<file path="src/rtl/cardinal_defs.sv">
// Shared definitions for the cardinal ring NIC: packet width, VC bit position
// and the CPU-visible register map.
package cardinal_defs;

    localparam int DATA_WIDTH = 64;
    localparam int NIC_DEPTH  = 4;

    // Bit 0 in MSB-first [0:N-1] numbering carries the virtual channel.
    localparam int VC_BIT = 0;

    typedef enum logic [1:0] {
        ADDR_IN_BUF  = 2'b00,
        ADDR_IN_STS  = 2'b01,
        ADDR_OUT_BUF = 2'b10,
        ADDR_OUT_STS = 2'b11
    } nic_addr_e;

endpackage

</file>
<file path="src/rtl/cardinal_fifo.sv">
// Circular FIFO with (PTR_W+1)-bit pointers; the extra wrap bit tells full from empty.
// rdata is the head entry, combinationally, and is only meaningful when !empty.
module cardinal_fifo #(
    parameter int DATA_WIDTH = 64,
    parameter int DEPTH      = 4,
    parameter int PTR_W      = $clog2(DEPTH)
) (
    input  logic                  clk,
    input  logic                  reset,
    input  logic                  push,
    input  logic                  pop,
    input  logic [0:DATA_WIDTH-1] wdata,
    output logic [0:DATA_WIDTH-1] rdata,
    output logic                  full,
    output logic                  empty
);

    logic [PTR_W:0]        wptr;
    logic [PTR_W:0]        rptr;
    logic [0:DATA_WIDTH-1] mem [DEPTH];
    logic                  do_push;
    logic                  do_pop;

    assign do_push = push && !full;
    assign do_pop  = pop && !empty;

    assign empty = (wptr == rptr);
    assign full  = (wptr[PTR_W] != rptr[PTR_W]) &&
                   (wptr[PTR_W-1:0] == rptr[PTR_W-1:0]);
    assign rdata = mem[rptr[PTR_W-1:0]];

    always_ff @(posedge clk or negedge reset) begin
        if (!reset) begin
            wptr <= '0;
            rptr <= '0;
        end else begin
            if (do_push) wptr <= wptr + (PTR_W+1)'(1);
            if (do_pop)  rptr <= rptr + (PTR_W+1)'(1);
        end
    end

    // Storage needs no reset: the pointers alone define which entries are valid.
    always_ff @(posedge clk) begin
        if (do_push) mem[wptr[PTR_W-1:0]] <= wdata;
    end

endmodule

</file>
<file path="src/rtl/cardinal_nic_fifo.sv">
// Queued NIC between a CPU core and its cardinal_ring node port: a ring->CPU
// input FIFO and a CPU->ring output FIFO, with polarity-gated injection.
module cardinal_nic_fifo #(
    parameter int DATA_WIDTH = cardinal_defs::DATA_WIDTH,
    parameter int DEPTH      = cardinal_defs::NIC_DEPTH,
    parameter int PTR_W      = $clog2(DEPTH)
) (
    input  logic                  clk,
    input  logic                  reset,
    input  logic [0:1]            addr,
    input  logic [0:DATA_WIDTH-1] d_in,
    output logic [0:DATA_WIDTH-1] d_out,
    input  logic                  nicEn,
    input  logic                  nicEnWr,
    input  logic                  net_si,
    output logic                  net_ri,
    input  logic [0:DATA_WIDTH-1] net_di,
    output logic                  net_so,
    input  logic                  net_ro,
    output logic [0:DATA_WIDTH-1] net_do,
    input  logic                  net_polarity
);

    import cardinal_defs::*;

    logic                  cpu_rd;
    logic                  cpu_wr;
    logic                  in_push;
    logic                  in_pop;
    logic [0:DATA_WIDTH-1] in_head;
    logic                  in_full;
    logic                  in_empty;
    logic                  out_push;
    logic                  out_pop;
    logic [0:DATA_WIDTH-1] out_head;
    logic                  out_full;
    logic                  out_empty;
    nic_addr_e             reg_sel;

    assign reg_sel = nic_addr_e'(addr);
    assign cpu_rd  = nicEn && !nicEnWr;
    assign cpu_wr  = nicEn && nicEnWr;

    // Ring handshakes: a transfer happens on a posedge only when both sides
    // agree in that cycle (net_si && net_ri inbound, net_so && net_ro outbound);
    // neither side may assume a transfer on its own signal alone.
    assign net_ri  = reset && !in_full;
    assign in_push = net_si && net_ri;
    assign in_pop  = cpu_rd && (reg_sel == ADDR_IN_BUF) && !in_empty;

    assign out_push = cpu_wr && (reg_sel == ADDR_OUT_BUF) && !out_full;
    assign net_so   = reset && !out_empty && net_ro &&
                      (out_head[VC_BIT] == net_polarity);
    assign out_pop  = net_so;
    assign net_do   = out_empty ? '0 : out_head;

    cardinal_fifo #(
        .DATA_WIDTH (DATA_WIDTH),
        .DEPTH      (DEPTH),
        .PTR_W      (PTR_W)
    ) in_q (
        .clk   (clk),
        .reset (reset),
        .push  (in_push),
        .pop   (in_pop),
        .wdata (net_di),
        .rdata (in_head),
        .full  (in_full),
        .empty (in_empty)
    );

    cardinal_fifo #(
        .DATA_WIDTH (DATA_WIDTH),
        .DEPTH      (DEPTH),
        .PTR_W      (PTR_W)
    ) out_q (
        .clk   (clk),
        .reset (reset),
        .push  (out_push),
        .pop   (out_pop),
        .wdata (d_in),
        .rdata (out_head),
        .full  (out_full),
        .empty (out_empty)
    );

    // Status flags sit in the last bit, which is the numeric LSB under [0:N-1].
    always_comb begin
        d_out = '0;
        if (reset && cpu_rd) begin
            case (reg_sel)
                ADDR_IN_BUF:  if (!in_empty) d_out = in_head;
                ADDR_IN_STS:  d_out[DATA_WIDTH-1] = !in_empty;
                ADDR_OUT_STS: d_out[DATA_WIDTH-1] = out_full;
                default:      d_out = '0;
            endcase
        end
    end

endmodule
</file>
<file path="config.mk">
export PLATFORM = sky130hd
export DESIGN_NAME = cardinal_nic_fifo
export DESIGN_NICKNAME = d
export VERILOG_FILES = /design/src/rtl/cardinal_defs.sv /design/src/rtl/cardinal_fifo.sv /design/src/rtl/cardinal_nic_fifo.sv
export SDC_FILE = /design/constraint.sdc
export NUM_CORES = 1
export LEC_CHECK = 0
export ABC_AREA = 1
export ABC_CLOCK_PERIOD_IN_PS = 4910
export BUFFER_PORTS_ARGS = -buffer_cell sky130_fd_sc_hd__buf_2
export CAP_MARGIN = 30
export CORE_MARGIN = 5
export CORE_UTILIZATION = 45
export DETAILED_ROUTE_END_ITERATION = 6
export SLEW_MARGIN = 20
export SYNTH_ARGS = -nofsm -noshare
export SYNTH_HDL_FRONTEND = slang
export SYNTH_SLANG_ARGS = --single-unit
</file>
<file path="constraint.sdc">
create_clock -name clk -period 4.91 [get_ports clk]
set_input_delay 0.7365 -clock clk [delete_from_list [all_inputs] [get_ports clk]]
set_output_delay 0.7365 -clock clk [all_outputs]
set_load 0.05 [all_outputs]
</file>
==> impl_metrics.tcl <==
set metrics [dict create \
    syn_area_um2 20900 \
    required_ps 4170 \
    core-area_um2 46300 \
    holdBufCountCts 0 \
    ys_warn_count 0 \
    rsz0062_at_grt "no" \
    grt_max_degree 107 \
    p_per_area_nw_per_um2 623 \
    status "finished clean" \
    numClockSinks 524 \
    dp_hpwl_um 28200 \
    period_share_pct 85.0 \
    ys_types 27 \
    area_delta_synth_final_pct 18.5 \
    via_per_inst 5.16 \
    grt_pass1_wl_um 74200 \
    vias 13134 \
    drtIter0Drc 818 \
    slew_viol_final 0 \
    antenna_found_initial 10 \
    ys_seq_area_share_pct 74.8 \
    cts_tree "built" \
    drc 0 \
    dieArea_um2 51000 \
    ios 267 \
    worst_pin_slew_ps 874 \
    hold_viol 0 \
    fp.dieH_um 226 \
    syn_area_per_cell_um2 12.7 \
    die_w_um 226 \
    start_util_pct 45.3 \
    htree_levels 2 \
    cp.arrival_ps 3440 \
    grt_pass1_vias 12922 \
    cts_made_buffers 53 \
    max_freq_ghz 0.240 \
    cp-start-kind "flop" \
    postCtsSetupRepairBufs 0 \
    relSlewSlack_pct 41.7 \
    cts_buffer_depth 3 \
    routabilityCongestion 0.771 \
    place_ws_ps 1280 \
    p_leak_uw 0.00920 \
    end_kind "output port" \
    wl_per_cell_um 19.0 \
    cts_resized 0 \
    peakVddDrop_mv 0.805 \
    port_buffers 266 \
    clkTransAtPathRegs_ps 60 \
    rows 79 \
    drt_wl_total_um 48400 \
    finalSetupViolations 0 \
    layout_setup_ws_ps 735 \
    nets 2044 \
    clkLatencyLatePin_ps 590 \
    gr-total-overflow 0 \
    fin_crit_ps 4170 \
    dr.pass1.iters 5 \
    clock_skew_ps 14.9 \
    netlist_instances 1644 \
    syn_nets 1791 \
    tns_ps 0 \
    ys_ff_latch 524 \
    path_max_fanout 59 \
    drtAntennaViolNets 0 \
    worstSetupPathType "reg -> out" \
    maxCapViolCount 0 \
    holdCritPathClass "in -> async" \
    track_usage_pct 18.5 \
    cts_root_buf "clkbuf_16" \
    drive_gt1_share_pct 23.4 \
]
-- cell families (layout without fill, tap and decap cells) --
kind of cell / after synthesis / in the layout / synth area share [%]
AOI/OAI and AO/OA: 384 / 384 / 10.7
xor gates and xnor gates: 7 / 7 / 0.293
DFF: 524 / 524 / 74.8
adders and majority gates: 10 / 10 / 0.597
other: 0 / 3 / 0
and+or+nand+nor: 524 / 524 / 9.64
buffers and inverters: 195 / 488 / 3.97
-- cell type report --
cell class	instances	area (µm²)
multi-input cells	925	4500
repair buffers	296	1720
flip-flops and latches	524	15700
inverters	97	367
well taps	607	759
diodes	3	7.51
clock buffers	63	1390
clock inverters	32	385
fillers	3956	21400
-- power by group --
part	switching [µW]	internal [µW]	leakage [µW]
combinational	4460	1380	0.00357
sequential	251	5280	0.00477
clock	1650	2430	0.000866
-- flip-flops by register name (all words and copies together) (netlist names) --
register and flops:
in_q.mem 256, out_q.rptr 3, in_q.rptr 3, out_q.wptr 3, out_q.mem 256, in_q.wptr 3
-- metrics by stage --
stage	utilization, %	cell area [µm²]	cells	total power, µW	hold slack (ps)
after detailed placement	49.7	23000	2447	11500	527
after global routing	53.6	24800	2545	16400	102
final	53.6	24800	2547	15500	94.7
after global placement	49.3	22800	2440	11500	490
after floorplan	-	20900	1644	9940	441
after CTS	53.5	24800	2542	15600	61.5
-- critical path: stages (launching register included) --
cell     delay [ps]
dfrtp_4         850
inv_2           340
nand2_1         150
nand2_2          80
nand3_2          80
nand2_1         100
inv_2           130
nand2_4         270
buf_16          330
a21oi_2         190
buf_2           290
-- path summary, 6_finish.rpt --
kind,slack [ps],to,from,cells after the start
hold / removal,90,in_q.wptr[1],reset,1
setup reg to reg,1380,in_q.mem[3][50],in_q.rptr[0],7
hold reg to reg,540,in_q.rptr[2],in_q.rptr[2],2
max in group asynchronous,4460,out_q.rptr[0],reset,1
min in group clk,360,out_q.mem[0][34],d_in[29],1
setup / recovery,740,d_out[40],in_q.rptr[0],10
-- per-layer routing --
layer / up-vias / wire (µm) / global-route usage [%]
li1: 6307 / - / -
met1: 6384 / 20600 / 25.0
met2: 355 / 23700 / 30.6
met3: 72 / 3220 / 4.61
met4: 16 / 842 / 4.53
met5: - / 116 / 0
-- synth_stat cells (all sizes together) --
cell type,number,share of area [%]
nand3b,1,0.036
a21oi,64,2.6
xor2,4,0.17
ha,10,0.60
o21ai,254,6.1
nand3,13,0.33
inv,97,1.7
buf,51,1.4
nor3,1,0.024
clkbuf,47,0.84
o22ai,63,1.9
nand4,5,0.15
xnor2,3,0.13
dfrtp,12,1.4
o21bai,3,0.11
nand2,113,2.1
edfxtp,512,73
nor2,391,7.0
-- layout by cell type, fill, tap and decap left out, drive strengths merged --
cell type / instances
edfxtp: 512
nor2: 391
buf: 296
o21ai: 254
nand2: 113
inv: 96
a21oi: 64
o22ai: 63
clkbuf: 63
clkinv: 23
nand3: 13
dfrtp: 12
ha: 10
bufinv: 8
nand4: 5
xor2: 4
diode: 3
xnor2: 3
o21bai: 3
clkinvlp: 2
nor3: 1
nand3b: 1
No activity file was read; power rests on OpenSTA's default activity.
